`config.mk`:
```
export PLATFORM = sky130hd
export DESIGN_NAME = mod_mul_seq
export DESIGN_NICKNAME = d
export VERILOG_FILES = /design/src/rtl/mod_mul_seq.sv
export SDC_FILE = /design/constraint.sdc
export NUM_CORES = 1
export LEC_CHECK = 0
export CAP_MARGIN = 30
export CORE_MARGIN = 2
export CORE_UTILIZATION = 37
export DETAILED_ROUTE_END_ITERATION = 6
export PLACE_DENSITY_LB_ADDON = 0.2
export SETUP_SLACK_MARGIN = 0.3
export SLEW_MARGIN = 30
export SYNTH_ARGS = -nofsm -noshare
export SYNTH_HDL_FRONTEND = slang
export SYNTH_SLANG_ARGS = --single-unit
export TNS_END_PERCENT = 30
```
`constraint.sdc`:
```
create_clock -name clk -period 1.85 [get_ports clk]
set_clock_uncertainty 0.2 [all_clocks]
set_input_delay 0.37 -clock clk [delete_from_list [all_inputs] [get_ports clk]]
set_output_delay 0.37 -clock clk [all_outputs]
set_load 0.02 [all_outputs]
```
`src/rtl/mod_mul_seq.sv`:
```
// ---------------------------------------------------------------------------
// mod_mul_seq
//
// Purpose:
//    Sequential modular multiplier that computes result = (x * y) mod n with
//    MSB-first interleaved modular multiplication. Every iteration doubles the
//    running accumulator and conditionally adds y. An external
//    adder/subtractor stage then brings the sum back below n. That stage
//    performs all arithmetic. This block only sequences it and keeps the
//    accumulator, the multiplier shift register and the iteration counter.
//
//    Each of the NUM_OF_BITS iterations takes two cycles:
//       ISSUE : drive the stage operands and pulse as_enable.
//       WAIT  : the stage outputs are now registered. Select the reduced sum
//               into acc.
//    For this reason a start accepted at edge E0 produces done in the cycle
//    after edge E0 + 2*NUM_OF_BITS, and the timing does not depend on the data.
//
// Parameters:
//    NUM_OF_BITS      operand, modulus and result width (W)
//
// Ports:
//    clk              single clock, rising edge
//    reset_n          asynchronous active-low reset
//    start            request a multiplication; taken only while ready=1
//    x, y, n          multiplier, multiplicand, modulus (sampled on accept)
//    ready            high only while idle
//    result           (x*y) mod n, held until a later result replaces it
//    done             one-cycle pulse marking result valid
//    as_A, as_B       stage addend operands (y and 2*acc)
//    as_N             stage modulus (latched n)
//    as_B_bit         stage add-enable for as_A (current multiplier bit)
//    as_carry_in      tied low
//    as_borrow_1_in   tied low
//    as_borrow_2_in   tied low
//    as_enable        stage load strobe, high only in ISSUE
//    as_reset_n       stage reset, follows reset_n combinationally
//    as_S0/S1/S2      registered stage results: sum, sum-n, sum-2n
//    as_carry_out     stage carry (always 0 for legal operands, ignored)
//    as_borrow_1_out  borrow of sum-n
//    as_borrow_2_out  borrow of sum-2n
// ---------------------------------------------------------------------------
module mod_mul_seq #(
   parameter int NUM_OF_BITS = 32
) (
   input  logic                   clk,
   input  logic                   reset_n,
   input  logic                   start,
   input  logic [NUM_OF_BITS-1:0] x,
   input  logic [NUM_OF_BITS-1:0] y,
   input  logic [NUM_OF_BITS-1:0] n,
   output logic                   ready,
   output logic [NUM_OF_BITS-1:0] result,
   output logic                   done,
   output logic [NUM_OF_BITS-1:0] as_A,
   output logic [NUM_OF_BITS-1:0] as_B,
   output logic [NUM_OF_BITS-1:0] as_N,
   output logic                   as_B_bit,
   output logic                   as_carry_in,
   output logic                   as_borrow_1_in,
   output logic                   as_borrow_2_in,
   output logic                   as_enable,
   output logic                   as_reset_n,
   input  logic [NUM_OF_BITS-1:0] as_S0,
   input  logic [NUM_OF_BITS-1:0] as_S1,
   input  logic [NUM_OF_BITS-1:0] as_S2,
   input  logic                   as_carry_out,
   input  logic                   as_borrow_1_out,
   input  logic                   as_borrow_2_out
);

   localparam int W     = NUM_OF_BITS;
   localparam int CNT_W = (W > 1) ? $clog2(W) : 1;

   typedef enum logic [1:0] {
      IDLE  = 2'd0,
      ISSUE = 2'd1,
      WAIT  = 2'd2,
      DONE  = 2'd3
   } state_t;

   state_t           state;
   state_t           state_next;

   logic [W-1:0]     xs;
   logic [W-1:0]     y_reg;
   logic [W-1:0]     n_reg;
   logic [W-1:0]     acc;
   logic [W-1:0]     acc_sel;
   logic [CNT_W-1:0] cnt;
   logic             last_iter;

   // The carry out of the stage cannot be set while acc < n < 2^(W-2), so
   // nothing uses it. It is collected here so that no port is left dangling.
   logic             unused_carry;
   assign unused_carry = as_carry_out;

   // The stage reset follows the block reset directly. A reset asserted in
   // the middle of an operation therefore clears the stage registers at the
   // same moment as the FSM.
   assign as_reset_n = reset_n;

   // The carry and borrow inputs are constant. The modulus stays fixed for
   // the whole operation, so the latched copy is always driven to the stage.
   assign as_carry_in    = 1'b0;
   assign as_borrow_1_in = 1'b0;
   assign as_borrow_2_in = 1'b0;
   assign as_N           = n_reg;

   // The operands go to the stage in every state, although the stage only
   // loads them in ISSUE. as_B is the accumulator doubled. The top bit of
   // acc is always 0 for legal operands, so dropping it loses nothing.
   assign as_A     = y_reg;
   assign as_B     = {acc[W-2:0], 1'b0};
   assign as_B_bit = xs[W-1];

   // The stage offers sum, sum-n and sum-2n. The largest of these that did
   // not borrow is the reduced value, because the sum is always below 3n.
   always_comb begin
      acc_sel = as_S0;
      if (!as_borrow_2_out) begin
         acc_sel = as_S2;
      end else if (!as_borrow_1_out) begin
         acc_sel = as_S1;
      end
   end

   assign last_iter = (cnt == '0);

   // State register. Reset forces IDLE immediately, so ready rises without
   // waiting for a clock and any operation in progress is abandoned.
   always_ff @(posedge clk or negedge reset_n) begin
      if (!reset_n) begin
         state <= IDLE;
      end else begin
         state <= state_next;
      end
   end

   // Next-state logic. A start is looked at only in IDLE. A start raised in
   // any other state is dropped and is not remembered for later.
   always_comb begin
      state_next = state;
      case (state)
         IDLE: begin
            if (start) begin
               state_next = ISSUE;
            end
         end
         ISSUE: begin
            state_next = WAIT;
         end
         WAIT: begin
            if (last_iter) begin
               state_next = DONE;
            end else begin
               state_next = ISSUE;
            end
         end
         DONE: begin
            state_next = IDLE;
         end
         default: begin
            state_next = IDLE;
         end
      endcase
   end

   // Output decode. All three outputs come straight from the state, so the
   // done pulse is exactly one cycle long and lines up with the result.
   always_comb begin
      ready     = 1'b0;
      done      = 1'b0;
      as_enable = 1'b0;
      case (state)
         IDLE:    ready     = 1'b1;
         ISSUE:   as_enable = 1'b1;
         WAIT:    ;
         DONE:    done      = 1'b1;
         default: ;
      endcase
   end

   // Datapath registers.
   // On accept, the operands are captured and acc and cnt start fresh.
   // In WAIT, the reduced sum is stored in acc and the next multiplier bit
   // moves into xs[W-1]. On the last WAIT, the same reduced sum also goes
   // into result, so result is already valid during the DONE cycle.
   // Result is not cleared on a new accept. It keeps the previous answer
   // until the next answer overwrites it.
   always_ff @(posedge clk or negedge reset_n) begin
      if (!reset_n) begin
         xs     <= '0;
         y_reg  <= '0;
         n_reg  <= '0;
         acc    <= '0;
         cnt    <= '0;
         result <= '0;
      end else begin
         case (state)
            IDLE: begin
               if (start) begin
                  xs    <= x;
                  y_reg <= y;
                  n_reg <= n;
                  acc   <= '0;
                  cnt   <= CNT_W'(W - 1);
               end
            end
            WAIT: begin
               acc <= acc_sel;
               xs  <= {xs[W-2:0], 1'b0};
               if (last_iter) begin
                  result <= acc_sel;
               end else begin
                  cnt <= cnt - CNT_W'(1);
               end
            end
            default: ;
         endcase
      end
   end

endmodule

```
==> results.sh <==
export IMPL_critical_path_max_stage_delay_ns=0.45
export IMPL_drc=0
export IMPL_route_vias_total=6369
export IMPL_final_fill_count=1355
export IMPL_layout_commonest_cell="clkdlybuf4s50_1"
export IMPL_initial_core_util_pct=38.0
export IMPL_reg2reg_to="as_A[23]$_DFFE_PN0P_"
export IMPL_remaining_antenna_violation_count=0
export IMPL_setup_tns_ns=-0.0925
export IMPL_die_width_um=143
export IMPL_final_min_period_over_clock_period_pct=101
export IMPL_fp_row_count=50
export IMPL_synth_warning_count=0
export IMPL_seq_area_frac_synth_pct=58.0
export IMPL_synth_cells=598
export IMPL_ys_types=32
export IMPL_synth_top_cells_by_area="dfrtp_1, mux2_2, mux2i_1"
export IMPL_die_height_um=143
export IMPL_mostFrequentLayoutCells="clkdlybuf4s50_1, dfrtp_1, buf_6, mux2_4, nor2_1"
export IMPL_cts_sinks=166
export IMPL_hold_viol=0
export IMPL_buffer_ports_inserted=328
export IMPL_clock_root_buffer="clkbuf_16"
export IMPL_cell_total_after_placement=1174
export IMPL_worstPathRequired_ns=1.95
export IMPL_number_of_top_level_pins=334
export IMPL_cp_startpoint="state[0]$_DFFE_PN0P_"
export IMPL_cpMaxStageDelayCell="dfrtp_2"
export IMPL_crit_fanout=8
export IMPL_die_area_um2=20500
export IMPL_cells_along_the_critical_path="buf_6, nor3b_4, buf_12, clkbuf_16, mux2_4"
export IMPL_regToRegStartpoint="state[0]$_DFFE_PN0P_"
export IMPL_worst_hold_path_type="in -> async"
export IMPL_area_growth_pct=83.3
export IMPL_cts_root_to_sink_buffers=2
export IMPL_yosys_area_top_type_share_pct=58.0
export IMPL_grt_total_usage_pct=21.0
export IMPL_rsz_0062_raised_after_global_routing="yes"
export IMPL_grt_antenna_before_repair=0
export IMPL_diodes=0
export IMPL_rr_worst_depth=5
export IMPL_drive_gt1_share_pct=39.1
export IMPL_num_cts_buffers=17
export IMPL_finalNetCount=1193
export IMPL_routed_via_density=5.03
export IMPL_worst_slew_pin_transition_ns=0.703
export IMPL_cp_end_kind="flop"
export IMPL_critPathLaunchType="flop"
export IMPL_crit_family="buffers and inverters"
export IMPL_max_cap_violations=0
export IMPL_grt_start_max_net_pins=131
export IMPL_post_synth_top_area_cell="dfrtp_1"
export IMPL_ctsHtreeMaxLevel=4
export IMPL_wl_per_cell_um=19.5
export IMPL_arrival_ns=1.97
export IMPL_postSynthRegisterBits=166
export IMPL_clk_transition_reported_paths_ns=0.07
export IMPL_power_density_nw_per_um2=1580
export IMPL_status="finished, violations left"
export IMPL_finalCoreUtilization_pct=69.7
export IMPL_register_area_um2=4160
export IMPL_core_area_um2=18800
export IMPL_violations="negative setup slack"
export IMPL_place_detailed_hpwl_mm=15.5
export IMPL_final_hold_worst_slack_ns=0.148
export IMPL_setup_worst_path_end="as_A[23]$_DFFE_PN0P_"
export IMPL_clock_insertion_delay_worst_skew_ns=0.42
export IMPL_r2r_slack_ns=-0.02
export IMPL_grt_remaining_overflow=0
export IMPL_finalMaxSlewViolations=0
export IMPL_detail_route_wirelength_mm=24.7
export IMPL_report_final_setup_viol=14
export IMPL_finalWorstSetupSlack_ns=-0.0161
export IMPL_cellLeakagePower_nw=6.07
export IMPL_post_layout_nonfiller_instances=1267
export IMPL_final_period_minus_worst_setup_slack_ns=1.87
export IMPL_grt_pass1_vias=6285
export IMPL_worstPathBufferInverterCount=3
export IMPL_footprint_of_the_multi_input_gates_um2=3310
export IMPL_drt_initial_drc_count=300
export IMPL_gp_congestion=0.803
export IMPL_grt_pass1_wl_mm=33.3
export IMPL_cts_tree="yes"
export IMPL_path_class="reg -> reg"
export IMPL_drt_pre_antenna_iters=5
export IMPL_max_slew_margin_pct=53.2
export IMPL_timing_fmax_mhz=536
export IMPL_mappedNetlistArea_um2=7160
export IMPL_path_depth=5
export IMPL_post_synth_cell_area_avg_um2=12.0
export IMPL_power_ir_vdd_worst_v=0.000899
through the flow:
| stage | total power, W | setup WS, ns | area [um^2] |
|---|---|---|---|
| 2_1_floorplan | 0.0102 | 0.0379 | 7300 |
| 3_3_place_gp | 0.0140 | -0.263 | 11000 |
| 3_5_place_dp | 0.0141 | -0.269 | 11000 |
| 4_1_cts | 0.0180 | 0.0108 | 11800 |
| 5_1_grt | 0.0218 | -0.0912 | 13100 |
| 6_report | 0.0208 | -0.0161 | 13100 |
cells by family after synthesis:
group	count (synthesis)	synth area share [%]
multiplexers	98	14.8
flip-flops	166	58.0
AND/OR/NAND/NOR	139	8.23
other	1	0.0524
buffers and inverters	54	3.60
AO/OA/AOI/OAI	137	14.8
adder cells (fa/ha/maj)	1	0.175
XOR/XNOR	2	0.245
where the power goes:
part	switching [W]	internal, W
sequential	0.00118	0.00510
combinational	0.00473	0.00624
clock	0.00156	0.00197
total	0.00748	0.0133
what timing repair did:
action | 4_1_cts | 5_1_grt
buffers inserted | 34 | 9
hold buffers | 1 | 0
gates cloned | 1 | 16
pin swaps | 1 | 54
setup endpoints to repair | 295 | 428
resized for setup | 539 | 442
hold endpoints to repair | 166 | 0
cell usage after synthesis (all sizes together):
cell and count:
dfrtp 166, mux2 65, nor2 64, nand2 59, mux2i 33, a22o 32
a32o 31, buf 31, o21ai 31, a22oi 30, clkbuf 20, nor2b 8
a21oi 5, inv 3, a2bb2oi 2, nand2b 2, nor3 2, o21bai 2
xnor2 2, a21o 1, and2 1, conb 1, ha 1, nor3b 1
nor4b 1, o21ba 1, o22ai 1, o31ai 1, or4b 1
layout make-up:
type	count	area share [%]
clock buffers	19	3.45
repair buffers	425	36.0
well taps	260	2.48
inverters	3	0.0859
clock inverters	13	1.02
multi-input cells	381	25.3
flip-flops and latches	166	31.7
worst min path at each step:
| stage | from | endpoint | slack (ns) | cells past startpoint |
|---|---|---|---|---|
| 2_1_floorplan | reset_n | acc[0]$_DFFE_PN0P_ | -0.13 | 0 |
| 3_3_place_gp | xs[1]$_DFFE_PN0P_ | xs[1]$_DFFE_PN0P_ | 0.26 | 2 |
| 3_5_place_dp | xs[1]$_DFFE_PN0P_ | xs[1]$_DFFE_PN0P_ | 0.27 | 2 |
| 4_1_cts | as_borrow_1_out | acc[22]$_DFFE_PN0P_ | 0.25 | 4 |
| 5_1_grt | reset_n | as_N[20]$_DFFE_PN0P_ | 0.19 | 3 |
| 6_report | reset_n | as_N[20]$_DFFE_PN0P_ | 0.15 | 3 |
metal layers:
layer / GRT usage, % / wire length, um / part of all wire (%)
met5: 0 / 0 / 0
met4: 6.88 / 622 / 2.5
met3: 5.37 / 1470 / 5.9
met2: 36.2 / 12400 / 50
met1: 25.8 / 10200 / 41
registers in the layout, indices dropped and copies added, names as in the netlist:
| name | cells |
|---|---|
| xs | 32 |
| as_A | 32 |
| acc | 31 |
| as_N | 32 |
| cnt | 5 |
| result | 32 |
| state | 2 |
tightest hold or removal path: cells and delay by family:
kind	cells	cell delay, ns
buf+inv	3	0.83
No activity file was read; power rests on OpenSTA's default activity.
